## src/rtl/rv32i_types.sv

```systemverilog
// rv32i_types: shared opcode encoding plus the predictor record types used by branch_resolve_unit.
package rv32i_types;
  typedef enum logic [6:0] {
    op_lui   = 7'b0110111,
    op_auipc = 7'b0010111,
    op_jal   = 7'b1101111,
    op_jalr  = 7'b1100111,
    op_br    = 7'b1100011,
    op_load  = 7'b0000011,
    op_store = 7'b0100011,
    op_imm   = 7'b0010011,
    op_reg   = 7'b0110011,
    op_csr   = 7'b1110011
  } rv32i_opcode;
  typedef struct packed {
    logic        taken;
    logic [31:0] target;
  } br_pred_t;
  typedef struct packed {
    logic [31:0] pc;
    logic [31:0] target;
    logic        taken;
    logic        is_br;
  } br_update_t;
  typedef enum logic {RUN, RECOVER} bru_state_e;
endpackage

```

## src/rtl/pred_fifo.sv

```systemverilog
// pred_fifo: generic FIFO with clear; pushes at full are accepted only alongside a real pop.
module pred_fifo #(
  parameter int W     = 33,
  parameter int DEPTH = 4
) (
  input  logic         clk,
  input  logic         rst_n,
  input  logic         push,
  input  logic         pop,
  input  logic         clear,
  input  logic [W-1:0] wdata,
  output logic [W-1:0] rdata,
  output logic         full,
  output logic         empty
);
  localparam int AW = DEPTH > 1 ? $clog2(DEPTH) : 1;
  logic [W-1:0]  mem_q [DEPTH];
  logic [AW-1:0] wr_q, rd_q;
  logic [AW:0]   cnt_q;
  logic          do_push, do_pop;
  always_comb begin
    empty   = cnt_q == '0;
    full    = cnt_q == (AW+1)'(DEPTH);
    do_pop  = pop && !empty;
    do_push = push && (!full || do_pop);
    rdata   = mem_q[rd_q];
  end
  always_ff @(posedge clk or negedge rst_n) begin
    if (!rst_n) begin
      wr_q  <= '0;
      rd_q  <= '0;
      cnt_q <= '0;
    end else if (clear) begin
      wr_q  <= '0;
      rd_q  <= '0;
      cnt_q <= '0;
    end else begin
      if (do_push) wr_q <= wr_q + 1'b1;
      if (do_pop) rd_q <= rd_q + 1'b1;
      cnt_q <= cnt_q + (AW+1)'(do_push) - (AW+1)'(do_pop);
    end
  end
  always_ff @(posedge clk) begin
    if (do_push && !clear) mem_q[wr_q] <= wdata;
  end
endmodule

```

## src/rtl/branch_resolve_unit.sv

```systemverilog
// branch_resolve_unit: checks IF predictions against MEM outcomes, flushes on mispredict, buffers table updates.
// Optional saturating perf counters are built only when BR_PERF_CNT_EN is defined.
import rv32i_types::*;
module branch_resolve_unit #(
  parameter int DEPTH     = 4,
  parameter int UPD_DEPTH = 2
) (
  input  logic        clk,
  input  logic        rst_n,
  input  logic        if_push,
  input  logic        if_pred_taken,
  input  logic [31:0] if_pred_target,
  input  logic        mem_resolve,
  input  rv32i_opcode mem_opcode,
  input  logic [31:0] mem_pc,
  input  logic        br_en,
  input  logic [31:0] calculated_addr,
  output logic        flush,
  output logic [31:0] redirect_pc,
  output logic        upd_valid,
  input  logic        upd_ready,
  output logic [31:0] upd_pc,
  output logic [31:0] upd_target,
  output logic        upd_taken,
  output logic        upd_is_br,
  output logic        q_overflow,
  output logic [31:0] ctrl_cnt,
  output logic [31:0] mispred_cnt,
  output logic [31:0] drop_cnt
);
  bru_state_e  state_q;
  logic        flush_q, ovf_q;
  logic [31:0] redirect_q;
  br_pred_t    pred_wdata, pred_rdata, pred;
  br_update_t  upd_wdata, upd_rdata, upd;
  logic        pred_full, pred_empty, upd_full, upd_empty;
  logic        run, push, resolve, is_br, actual_taken, mispred, xfer, upd_push;
  logic [31:0] correct_pc;
  always_comb begin
    run          = state_q == RUN;
    push         = run && if_push;
    resolve      = run && mem_resolve;
    pred         = pred_empty ? '0 : pred_rdata;
    is_br        = mem_opcode == op_br;
    actual_taken = is_br ? br_en : 1'b1;
    correct_pc   = actual_taken ? calculated_addr : mem_pc + 32'd4;
    mispred      = resolve && (pred.taken != actual_taken || (actual_taken && pred.target != calculated_addr));
    xfer         = !upd_empty && upd_ready;
    upd_push     = resolve && (!upd_full || xfer);
    pred_wdata   = '{taken: if_pred_taken, target: if_pred_target};
    upd_wdata    = '{pc: mem_pc, target: calculated_addr, taken: actual_taken, is_br: is_br};
    upd          = upd_empty ? '0 : upd_rdata;
  end
  pred_fifo #(.W($bits(br_pred_t)), .DEPTH(DEPTH)) u_pred_fifo (
    .clk(clk), .rst_n(rst_n), .push(push), .pop(resolve), .clear(mispred),
    .wdata(pred_wdata), .rdata(pred_rdata), .full(pred_full), .empty(pred_empty)
  );
  pred_fifo #(.W($bits(br_update_t)), .DEPTH(UPD_DEPTH)) u_upd_fifo (
    .clk(clk), .rst_n(rst_n), .push(upd_push), .pop(xfer), .clear(1'b0),
    .wdata(upd_wdata), .rdata(upd_rdata), .full(upd_full), .empty(upd_empty)
  );
  // RECOVER is the single wrong-path cycle; mispred can never fire there since resolve is gated by run.
  always_ff @(posedge clk or negedge rst_n) begin
    if (!rst_n) begin
      state_q    <= RUN;
      flush_q    <= 1'b0;
      redirect_q <= '0;
      ovf_q      <= 1'b0;
    end else begin
      state_q <= mispred ? RECOVER : RUN;
      flush_q <= mispred;
      if (mispred) redirect_q <= correct_pc;
      if (push && pred_full && !resolve) ovf_q <= 1'b1;
    end
  end
  assign flush       = flush_q;
  assign redirect_pc = redirect_q;
  assign q_overflow  = ovf_q;
  assign upd_valid   = !upd_empty;
  assign upd_pc      = upd.pc;
  assign upd_target  = upd.target;
  assign upd_taken   = upd.taken;
  assign upd_is_br   = upd.is_br;
`ifdef BR_PERF_CNT_EN
  logic [31:0] ctrl_q, mis_q, drop_q;
  always_ff @(posedge clk or negedge rst_n) begin
    if (!rst_n) begin
      ctrl_q <= '0;
      mis_q  <= '0;
      drop_q <= '0;
    end else begin
      if (resolve && ~&ctrl_q) ctrl_q <= ctrl_q + 32'd1;
      if (mispred && ~&mis_q) mis_q <= mis_q + 32'd1;
      if (resolve && !upd_push && ~&drop_q) drop_q <= drop_q + 32'd1;
    end
  end
  assign ctrl_cnt    = ctrl_q;
  assign mispred_cnt = mis_q;
  assign drop_cnt    = drop_q;
`else
  assign ctrl_cnt    = '0;
  assign mispred_cnt = '0;
  assign drop_cnt    = '0;
`endif
endmodule

```

## config.mk

```make
export PLATFORM = sky130hd
export DESIGN_NAME = branch_resolve_unit
export DESIGN_NICKNAME = d
export VERILOG_FILES = /design/src/rtl/rv32i_types.sv /design/src/rtl/pred_fifo.sv /design/src/rtl/branch_resolve_unit.sv
export SDC_FILE = /design/constraint.sdc
export NUM_CORES = 1
export LEC_CHECK = 0
export BUFFER_PORTS_ARGS = -buffer_cell sky130_fd_sc_hd__buf_4
export CAP_MARGIN = 10
export CORE_MARGIN = 4
export CORE_UTILIZATION = 58
export DETAILED_ROUTE_END_ITERATION = 8
export GPL_TIMING_DRIVEN = 0
export PLACE_DENSITY_LB_ADDON = 0.3
export RECOVER_POWER = 25
export SYNTH_ARGS = -nofsm -noshare
export SYNTH_HDL_FRONTEND = slang
export SYNTH_SLANG_ARGS = --single-unit
```

## constraint.sdc

```tcl
create_clock -name clk -period 16.4 [get_ports clk]
set_input_delay 3.28 -clock clk [delete_from_list [all_inputs] [get_ports clk]]
set_output_delay 3.28 -clock clk [all_outputs]
set_load 0.05 [all_outputs]
```

==> flow_metrics.py <==
metrics = {
    "status": {
        "status": "finished clean",
    },
    "cts": {
        "cts_htree_levels": 1,
        "postCtsSetupBuffers": 0,
        "clockBufferDepth": 3,
        "root_buffer": "clkbuf_16",
        "cts_buffers": 31,
        "cts_sinks": 309,
        "cts.hold.buffers_added": 0,
        "clk_pin_slew_ns": 0.06,
        "clk_latency_ns": 0.57,
        "cts_resized": 0,
        "tritoncts": "done",
    },
    "pwr": {
        "pwr_density_cell_nw_per_um2": 167,
        "ir_worst_vdd_mv": 0.155,
        "p_leak_uw": 0.00709,
    },
    "yosys": {
        "synth.avg_cell_area_um2": 13.0,
        "yosysWarnings": 0,
        "synth_cell_types": 70,
        "ys_seq_area_share_pct": 60.2,
        "synth_top_cell_by_area": "edfxtp_1",
        "async_flop_share_pct": 14.6,
        "synth-main-ff-cell": "edfxtp_1",
        "syn_area_um2": 15000,
        "syn_inst": 1156,
        "synth_top_area_share_pct": 52.8,
        "ys_seq_elements": 309,
        "synth_edf_count": 264,
        "synthTopCellsByArea": "edfxtp_1, dfrtp_1, mux2i_1",
    },
    "cells_and_area": {
        "final_nets": 1625,
        "drive_above_1_share_pct": 25.2,
        "diodes": 0,
        "finalNonFillerCells": 1857,
        "area_growth_pct": 22.7,
        "nFillCells": 1746,
        "final_area_um2": 18400,
    },
    "routing": {
        "ant_nets": 0,
        "drt_iter0_drc": 1250,
        "drt_pass1_iterations": 6,
        "avgRoutedWirePerCell_um": 21.7,
        "vias": 10743,
        "remaining_drc_errors": 0,
        "wl_um": 40300,
        "routed_via_density": 5.79,
    },
    "worst_setup_path": {
        "reg2reg_slack_ns": 12.45,
        "start_kind": "flop",
        "timing.rr.start": "u_pred_fifo.cnt_q[2]",
        "critPathCaptureType": "output pin",
        "r2r_cells": 10,
        "critPathKind": "flop to output pin",
        "worstPathRequired_ns": 13.12,
        "r2r_end": "u_pred_fifo.mem_q[0][14]",
        "crit_fanout": 10,
        "critPathArrivalTime_ns": 3.07,
    },
    "floorplanning": {
        "fp.dieH_um": 169,
        "coreArea_um2": 25300,
        "rows": 58,
        "initial_core_util_pct": 59.3,
        "io-pin-count": 307,
        "die_area_um2": 28500,
        "die_x_um": 169,
    },
    "global_routing": {
        "grt-ovfl-total": 0,
        "grt_max_degree": 57,
        "grt_first_pass_wirelength_um": 60500,
        "grt_pass1_vias": 10553,
        "antenna_found_initial": 1,
        "grt_util_all_layers_pct": 27.3,
    },
    "timing": {
        "rsz0062_at_grt": "false",
        "tightest_slew_ns": 0.981,
        "slew-limit-headroom_pct": 34.6,
        "setup_viol": 0,
        "max_freq_ghz": 0.158,
        "fin_crit_ns": 6.35,
        "drv_slew": 0,
        "setup-tns-final_ns": 0,
        "worst_slack_ns": 10.05,
        "skew_ns": 0.0229,
        "finalCritPeriodShare_pct": 38.7,
        "hold_viol": 0,
    },
    "place": {
        "place_ws_ns": 9.76,
        "hpwl_um": 28900,
        "place.port_buffers": 210,
        "dpl_cell_area_um2": 17600,
        "place.gp.congestion": 0.919,
        "dp.cells": 1802,
    },
    "hold_path": {
        "hold_class": "flop to flop",
        "hold_end": "q_overflow",
        "hold_depth": 1,
        "min_from": "q_overflow",
    },
    "job": {
        "cap_violations": 0,
    },
}
-- how the worst max path moves through the flow --
stage                         start  slack, ns  cells past startpoint                        to
CTS                 u_upd_fifo.rd_q      10.07                      6                upd_pc[21]
global placement        mem_resolve       5.19                      3   u_upd_fifo.mem_q[0][49]
finish              u_upd_fifo.rd_q      10.05                      6                upd_pc[28]
global route        u_upd_fifo.rd_q       9.90                      6                upd_pc[28]
floorplan               mem_resolve       7.92                      2    u_upd_fifo.mem_q[0][0]
detailed placement    mem_opcode[2]       9.76                      9  u_pred_fifo.mem_q[0][14]
-- critical path, cell delays in order, from the launching register on --
cell      delay, ns
dfrtp_1        0.32
clkbuf_1       0.16
clkbuf_1       0.75
buf_1          0.66
mux2i_1        0.34
nor2_1         0.07
buf_4          0.20
-- metrics by stage --
step / hold slack, ns / total power, uW / utilization, %
global route: 0.510 / 3190 / 72.8
CTS: 0.492 / 3080 / 73.6
global placement: 0.470 / 2320 / 68.6
detailed placement: 0.478 / 2350 / 69.5
floorplan: 0.456 / 1950 / -
finish: 0.492 / 3070 / 72.8
-- layer usage --
layer | global-route usage [%] | routed length [um] | vias up
met3 | 5.56 | 4100 | 105
li1 | - | - | 4855
met1 | 35.5 | 15000 | 5170
met5 | 0 | 13 | -
met2 | 45.7 | 19500 | 611
met4 | 10.4 | 1700 | 2
-- Yosys cell counts (all sizes together), types with 8 or more instances --
cell type and instances:
xor2 30, ha 9, dfrtp 45, o21ai 41
o211ai 28, nor3 11, inv 45, edfxtp 264
buf 129, nand2 50, a21oi 18, clkbuf 38
a2111oi 35, and2 8, xnor2 13, mux4 22
nor2 114, a31oi 33, nand3 18, nand4 12
mux2i 95, nor4 8
-- where the power goes --
part           switching [uW]  internal (uW)  total (uW)
Sequential               37.9            961         999
Clock                     293            437         730
Combinational             917            425        1340
Total                    1250           1820        3070
-- state kept, by name, indices dropped and copies added (netlist names) --
signal / flops
u_upd_fifo.wr_q: 1
u_pred_fifo.cnt_q: 3
flush: 1
u_pred_fifo.wr_q: 2
u_upd_fifo.mem_q: 132
u_pred_fifo.mem_q: 132
u_pred_fifo.rd_q: 2
u_upd_fifo.cnt_q: 2
q_overflow: 1
u_upd_fifo.rd_q: 1
redirect_pc: 32
-- layout make-up --
type / count / area, um^2 / share of cell area [%]
Buffer: 167 / 1100 / 5.96
Tap cell: 330 / 413 / 2.24
Multi-Input combinational cell: 730 / 5120 / 27.7
Clock buffer: 33 / 783 / 4.25
Sequential cell: 309 / 9050 / 49.1
Timing Repair Buffer: 221 / 1540 / 8.36
Clock inverter: 22 / 263 / 1.43
Inverter: 45 / 169 / 0.916
-- cells in the final DEF (no fill, tap or decap), types with 13 or more instances in the layout --
cell       count
conb_1        96
nand3_1       18
clkbuf_16     31
mux4_2        20
xor2_1        30
inv_1         44
o21ai_1       13
a31oi_1       33
a2111oi_0     34
buf_4        253
mux2i_1       95
edfxtp_1     264
a21oi_1       13
nor2_1       114
o21ai_0       18
xnor2_1       13
nand2_1       50
o211ai_1      28
clkbuf_1      95
buf_6         13
dfrtp_1       45
-- logic make-up after synthesis --
logic type | synth area share (%)
DFF | 60.2
and+or+nand+nor | 8.61
buffers and inverters | 8.43
AOI/OAI and AO/OA | 9.40
muxes | 9.90
xor gates and xnor gates | 2.51
adders and majority gates | 0.883
other | 0.0250
Power figures use the tool's default switching activity.
